`src/rtl/cos_tone_detector.sv`:
```
// cos_tone_detector: correlates a signed 8-bit sample stream against an
// external registered cosine ROM over a fixed window. It reports the
// signed correlation and a magnitude-vs-threshold detect flag.
// Optional build macro: COS_DET_PHASE_CLR_EN. When it is defined, the
// phase is re-zeroed on the last sample of each window.
//
// state | meaning
// IDLE  | not accepting samples; pipeline, acc, count and phase are clear
// RUN   | accepting samples; an enable drop aborts the window, no result
module cos_tone_detector #(
  parameter int PHASE_W    = 16,
  parameter int WINDOW_LEN = 256,
  parameter int ACC_W      = 16 + $clog2(WINDOW_LEN)
) (
  input  logic                     clock,
  input  logic                     reset_n,
  input  logic                     enable,
  input  logic [PHASE_W-1:0]       phase_inc,
  input  logic                     in_valid,
  output logic                     in_ready,
  input  logic signed [7:0]        sample_in,
  output logic [7:0]               lut_address,
  input  logic signed [7:0]        lut_q,
  input  logic [ACC_W-1:0]         threshold,
  output logic                     result_valid,
  output logic signed [ACC_W-1:0]  result_corr,
  output logic                     detect
);

  localparam int CNT_W = $clog2(WINDOW_LEN);
  localparam logic [CNT_W-1:0] LAST_IDX = CNT_W'(WINDOW_LEN - 1);

  typedef enum logic {IDLE, RUN} state_t;

  state_t                   state_q, state_d;
  logic [PHASE_W-1:0]       phase_q, phase_d;
  logic signed [7:0]        s1_q, s1_d;
  logic                     v1_q, v1_d;
  logic signed [15:0]       p2_q, p2_d;
  logic                     v2_q, v2_d;
  logic signed [ACC_W-1:0]  acc_q, acc_d;
  logic [CNT_W-1:0]         count_q, count_d;
  logic                     rv_q, rv_d;
  logic signed [ACC_W-1:0]  corr_q, corr_d;
  logic                     det_q, det_d;

  logic                     accept;
  logic signed [15:0]       prod;
  logic signed [ACC_W-1:0]  sum;
  logic [ACC_W:0]           sum_ext;
  logic [ACC_W:0]           sum_abs;

  assign in_ready     = (state_q == RUN);
  assign accept       = in_valid & in_ready;
  assign lut_address  = phase_q[PHASE_W-1 -: 8];
  assign result_valid = rv_q;
  assign result_corr  = corr_q;
  assign detect       = det_q;

  // Pipeline arithmetic; the magnitude is taken one bit wider so that the
  // most negative sum maps to 2^(ACC_W-1) without wrapping.
  assign prod    = s1_q * lut_q;
  assign sum     = acc_q + {{(ACC_W-16){p2_q[15]}}, p2_q};
  assign sum_ext = {sum[ACC_W-1], sum};
  assign sum_abs = sum_ext[ACC_W] ? (~sum_ext + 1'b1) : sum_ext;

`ifdef COS_DET_PHASE_CLR_EN
  // Window index of the sample being accepted now. Samples still in flight
  // in s1/p2 are counted ahead of the accumulated count; the index wraps
  // naturally because the window length is a power of two.
  logic [CNT_W-1:0] accept_idx;
  assign accept_idx = count_q + CNT_W'(v1_q) + CNT_W'(v2_q);
`endif

  // Next-state logic for the FSM and the sample/accumulate pipeline.
  always_comb begin
    state_d = state_q;
    phase_d = phase_q;
    s1_d    = s1_q;
    v1_d    = 1'b0;
    p2_d    = prod;
    v2_d    = v1_q;
    acc_d   = acc_q;
    count_d = count_q;
    rv_d    = 1'b0;
    corr_d  = corr_q;
    det_d   = det_q;

    case (state_q)
      IDLE: begin
        if (enable) state_d = RUN;
      end
      RUN: begin
        if (!enable) begin
          state_d = IDLE;
          v2_d    = 1'b0;
          acc_d   = '0;
          count_d = '0;
          phase_d = '0;
        end else begin
          if (accept) begin
            s1_d    = sample_in;
            v1_d    = 1'b1;
            phase_d = phase_q + phase_inc;
`ifdef COS_DET_PHASE_CLR_EN
            if (accept_idx == LAST_IDX) phase_d = '0;
`endif
          end
          if (v2_q) begin
            if (count_q == LAST_IDX) begin
              corr_d  = sum;
              det_d   = (sum_abs >= {1'b0, threshold});
              rv_d    = 1'b1;
              acc_d   = '0;
              count_d = '0;
            end else begin
              acc_d   = sum;
              count_d = count_q + CNT_W'(1);
            end
          end
        end
      end
      default: state_d = IDLE;
    endcase
  end

  // State and pipeline registers with synchronous active-low reset.
  always_ff @(posedge clock) begin
    if (!reset_n) begin
      state_q <= IDLE;
      phase_q <= '0;
      s1_q    <= '0;
      v1_q    <= 1'b0;
      p2_q    <= '0;
      v2_q    <= 1'b0;
      acc_q   <= '0;
      count_q <= '0;
      rv_q    <= 1'b0;
      corr_q  <= '0;
      det_q   <= 1'b0;
    end else begin
      state_q <= state_d;
      phase_q <= phase_d;
      s1_q    <= s1_d;
      v1_q    <= v1_d;
      p2_q    <= p2_d;
      v2_q    <= v2_d;
      acc_q   <= acc_d;
      count_q <= count_d;
      rv_q    <= rv_d;
      corr_q  <= corr_d;
      det_q   <= det_d;
    end
  end

endmodule
```
`config.mk`:
```
export PLATFORM = sky130hd
export DESIGN_NAME = cos_tone_detector
export DESIGN_NICKNAME = d
export VERILOG_FILES = /design/src/rtl/cos_tone_detector.sv
export SDC_FILE = /design/constraint.sdc
export NUM_CORES = 1
export LEC_CHECK = 0
export CAP_MARGIN = 20
export CORE_MARGIN = 3
export CORE_UTILIZATION = 59
export DETAILED_ROUTE_END_ITERATION = 8
export PLACE_DENSITY = 0.83
export SKIP_CTS_REPAIR_TIMING = 1
export SLEW_MARGIN = 20
export SYNTH_ARGS = -nofsm -noshare
export SYNTH_HDL_FRONTEND = slang
export SYNTH_SLANG_ARGS = --single-unit
```
`constraint.sdc`:
```
create_clock -name clock -period 6.4 [get_ports clock]
set_input_delay 1.28 -clock clock [delete_from_list [all_inputs] [get_ports clock]]
set_output_delay 1.28 -clock clock [all_outputs]
set_load 0.1 [all_outputs]
```
==> summary.md <==
| Metric | Value |
|---|---|
| Layout area overhead | `14.79%` |
| Top-count cell post-synth | `sky130_fd_sc_hd__inv_1` |
| Worst slew margin relative to its limit | `0.2622` |
| Flip-flop cell with the highest count after synthesis | `sky130_fd_sc_hd__dfxtp_1` |
| Clock transition at the registers of the reported paths | `0.07 ns` |
| Clk_lat worst skew | `0.36 ns` |
| Ys async rst share | `0` |
| Clock Sinks | `101` |
| Worst path arrival time | `6.16 ns` |
| Most area-hungry cell type in the Yosys netlist | `sky130_fd_sc_hd__dfxtp_1` |
| Initial core utilization | `0.6106` |
| Floorplan die area | `16790 um2` |
| Total Negative Setup Slacks | `0 ns` |
| Clock root buffer | `sky130_fd_sc_hd__clkbuf_16` |
| Cell type with the highest occurrence count on the critical path | `sky130_fd_sc_hd__inv_1` |
| Class of the most critical setup path | `input pin to flip-flop` |
| Actual slew at the worst max-slew pin | `1.092 ns` |
| Iteration-0 DRC Markers | `515` |
| Ordered list of cells on the worst path | `clkdlybuf4s50_1 > and2_1 > fa_1 > inv_1 > fa_1 > inv_1 > ha_1 > inv_1 > fa_1 > inv_1 > ha_1 > a21o_1 > a21oi_1 > o21ai_0 > a21oi_1 > o21ai_0 > a211o_1 > a2111oi_0 > or4_1 > a21oi_1` |
| Non-filler instance count after layout | `1351` |
| Chip width | `129.6 um` |
| Post-synthesis cell count | `1088` |
| Avg Inst Size Synth | `8.280 um2` |
| Hold crit path type | `flip-flop to flip-flop` |
| Largest clock skew in the final design | `0.01253 ns` |
| Initial antenna violation count | `0` |
| Number of global-route vias before repair | `7421` |
| Startpoint class of the critical path | `input pin` |
| Count of input and output buffers | `94` |
| Syn Std Cell Area | `9009 um2` |
| Number of placement rows | `44` |
| Max-slew violation count | `0` |
| Number of placed instances, taps included | `1335` |
| Flop and latch count out of synthesis | `101` |
| Overall Power | `1.675 mW` |
| Crit path required time | `6.59 ns` |
| Peak VDD IR | `0.0001374 V` |
| Max Freq | `167.6 MHz` |
| Pre-CTS worst setup slack | `0.07035 ns` |
| Estimated wirelength of the detail-placed design | `15.68 mm` |
| Detailed-route DRC error count | `0` |
| Final critical delay including setup and external delays | `5.965 ns` |
| Count of endpoints failing setup in the final report | `0` |
| Final wirelength | `20.19 mm` |
| GRT Resource Usage Total | `0.2451` |
| Leak | `4.631 nW` |
| Final core occ | `0.7009` |
| Fraction of post-synthesis cell area in the top cell type by area | `0.2244` |
| Top area cells in the synthesized netlist | `sky130_fd_sc_hd__dfxtp_1 22%, sky130_fd_sc_hd__ha_1 13%, sky130_fd_sc_hd__fa_1 13%` |
| H-Tree Level Count | `3` |
| Vias per inst | `5.784` |
| Placeable core area | `14750 um2` |
| CTS tree | `built` |
| Aggregate global routing overflow | `0` |
| Slack of the worst reg-to-reg path | `1.41 ns` |
| DIE HEIGHT | `129.6 um` |
| Post-detailed-route wirelength per cell | `14.94 um` |
| Number of clock buffers inserted by TritonCTS | `9` |
| Syn_nets | `1298` |
| Yosys synthesis warning count | `0` |
| Number of nets in the layout | `1372` |
| I/O pins | `95` |
| Total power density per cell area | `161.9 nW/um2` |
| RSZ-0062 raised after global routing | `no` |
| Crit-path max FO | `8` |
| Sequential-to-total area share from yosys stat | `0.2244` |
| Residual antenna-violating net count after detailed routing | `0` |
| Status | `finished, final reports clean` |
| Longest Clk Path Bufs | `2` |
| Via count | `7814` |
| Most instantiated cells after synthesis | `113 x sky130_fd_sc_hd__inv_1, 102 x sky130_fd_sc_hd__nand2_1, 101 x sky130_fd_sc_hd__dfxtp_1, 93 x sky130_fd_sc_hd__ha_1, 79 x sky130_fd_sc_hd__nor2_1` |
| Number of enable-type register cells in the synthesized netlist | `0` |
| Fraction of layout instances using a drive strength above 1 | `0.03599` |
| Wire length of the first global-routing pass | `34.01 mm` |
| Detailed Routing Iterations Pass 1 | `5` |
| Last weighted congestion value of the routability-driven placer | `0.9177` |
| Period Utilization, post-route | `0.9321` |
| Final WS setup | `0.4347 ns` |
| Pin count of the biggest net entering global routing | `85` |
| Distinct cells, synth | `70` |
| Largest stage delay on the critical path | `0.64 ns` |
| Fin. Hold Viols | `0` |
| Fill count | `1187` |
| Max-cap violations | `0` |
| Antenna diode instance count | `0` |
| Cell with the largest stage delay on the worst path | `sky130_fd_sc_hd__clkdlybuf4s50_1` |
| Crit path capture type | `flip-flop` |
-- final timing paths --
path	startpoint	end	cells after the start
min	v1_q$_SDFF_PN0_	v2_q$_SDFF_PN0_	2
min reg2reg	v1_q$_SDFF_PN0_	v2_q$_SDFF_PN0_	2
max reg2reg	p2_q[8]$_SDFF_PN0_	detect$_SDFFE_PN0P_	21
max	lut_q[4]	p2_q[15]$_SDFF_PN0_	20
-- sequential cells by signal, indices dropped and copies added, names as in the netlist --
register,count
result_valid,1
in_ready,1
p2_q,16
count_q,8
v1_q,1
phase_q,16
acc_q,24
detect,1
v2_q,1
s1_q,8
result_corr,24
-- area by class of cell --
type                    count  area (um2)  share of cell area
clock inverters             4       32.53            0.003146
multi-input cells         832        6376              0.6166
clock buffers              12       236.5             0.02287
flip-flops and latches    101        2022              0.1955
repair buffers            104        1016             0.09824
well taps                 184       230.2             0.02226
inverters                 114       427.9             0.04138
-- layout by cell type, fill, tap and decap left out, types with 6 or more instances in the layout --
master                            synthesis  layout
sky130_fd_sc_hd__clkbuf_16                0       9
sky130_fd_sc_hd__nor2_1                  79      79
sky130_fd_sc_hd__o21ai_0                 43      43
sky130_fd_sc_hd__nand4_1                 11      11
sky130_fd_sc_hd__a211oi_1                 9       9
sky130_fd_sc_hd__a31oi_1                  6       6
sky130_fd_sc_hd__and2_1                  48      48
sky130_fd_sc_hd__xor2_1                  21      21
sky130_fd_sc_hd__or3_1                   13      13
sky130_fd_sc_hd__inv_1                  113     112
sky130_fd_sc_hd__clkdlybuf4s50_1          0      94
sky130_fd_sc_hd__ha_1                    93      93
sky130_fd_sc_hd__nand2_1                102     102
sky130_fd_sc_hd__nand3_1                 21      21
sky130_fd_sc_hd__nor2b_1                 12      12
sky130_fd_sc_hd__xnor2_1                 43      43
sky130_fd_sc_hd__o21a_1                  12      12
sky130_fd_sc_hd__a21oi_1                 77      77
sky130_fd_sc_hd__buf_4                    8      10
sky130_fd_sc_hd__a21o_1                  24      24
sky130_fd_sc_hd__and3_1                  12      12
sky130_fd_sc_hd__fa_1                    57      57
sky130_fd_sc_hd__nand2b_1                 9       9
sky130_fd_sc_hd__a22oi_1                 31      31
sky130_fd_sc_hd__dfxtp_1                101     101
sky130_fd_sc_hd__o31ai_1                  6       6
sky130_fd_sc_hd__nor3_1                  23      22
-- routing by layer --
layer | GRT usage | routed length (um)
met1 | 0.3278 | 9318
met2 | 0.4140 | 9455
met3 | 0.03545 | 1064
met4 | 0.07152 | 350
met5 | 0 | 0
-- metrics by stage --
| stage | hold WS (ns) | instance area (um2) |
|---|---|---|
| 3_3_place_gp | 0.3960 | 10070 |
| 3_5_place_dp | 0.4024 | 10070 |
| 5_1_grt | 0.4755 | 10340 |
| 2_1_floorplan | 0.3936 | 9009 |
| 4_1_cts | 0.4218 | 10340 |
| 6_report | 0.4194 | 10340 |
-- critical path: cells and delay by family --
family | cells | cell delay, ns
AND/OR/NAND/NOR | 2 | 0.40
AO/OA/AOI/OAI | 8 | 1.72
buffers and inverters | 5 | 0.87
adder cells (fa/ha/maj) | 5 | 1.88
-- cells by family after synthesis --
family	share of synthesized area
AOI/OAI and AO/OA	0.1838
buffers and inverters	0.06833
xor gates and xnor gates	0.06222
DFF	0.2244
and+or+nand+nor	0.2019
muxes	0.003472
adders and majority gates	0.2558
-- report_power, final --
part	internal, mW	total, mW	switching [mW]
registers	0.643	0.655	0.0123
logic	0.222	0.494	0.272
clock network	0.268	0.525	0.258
(Power assumes the default switching activity.)
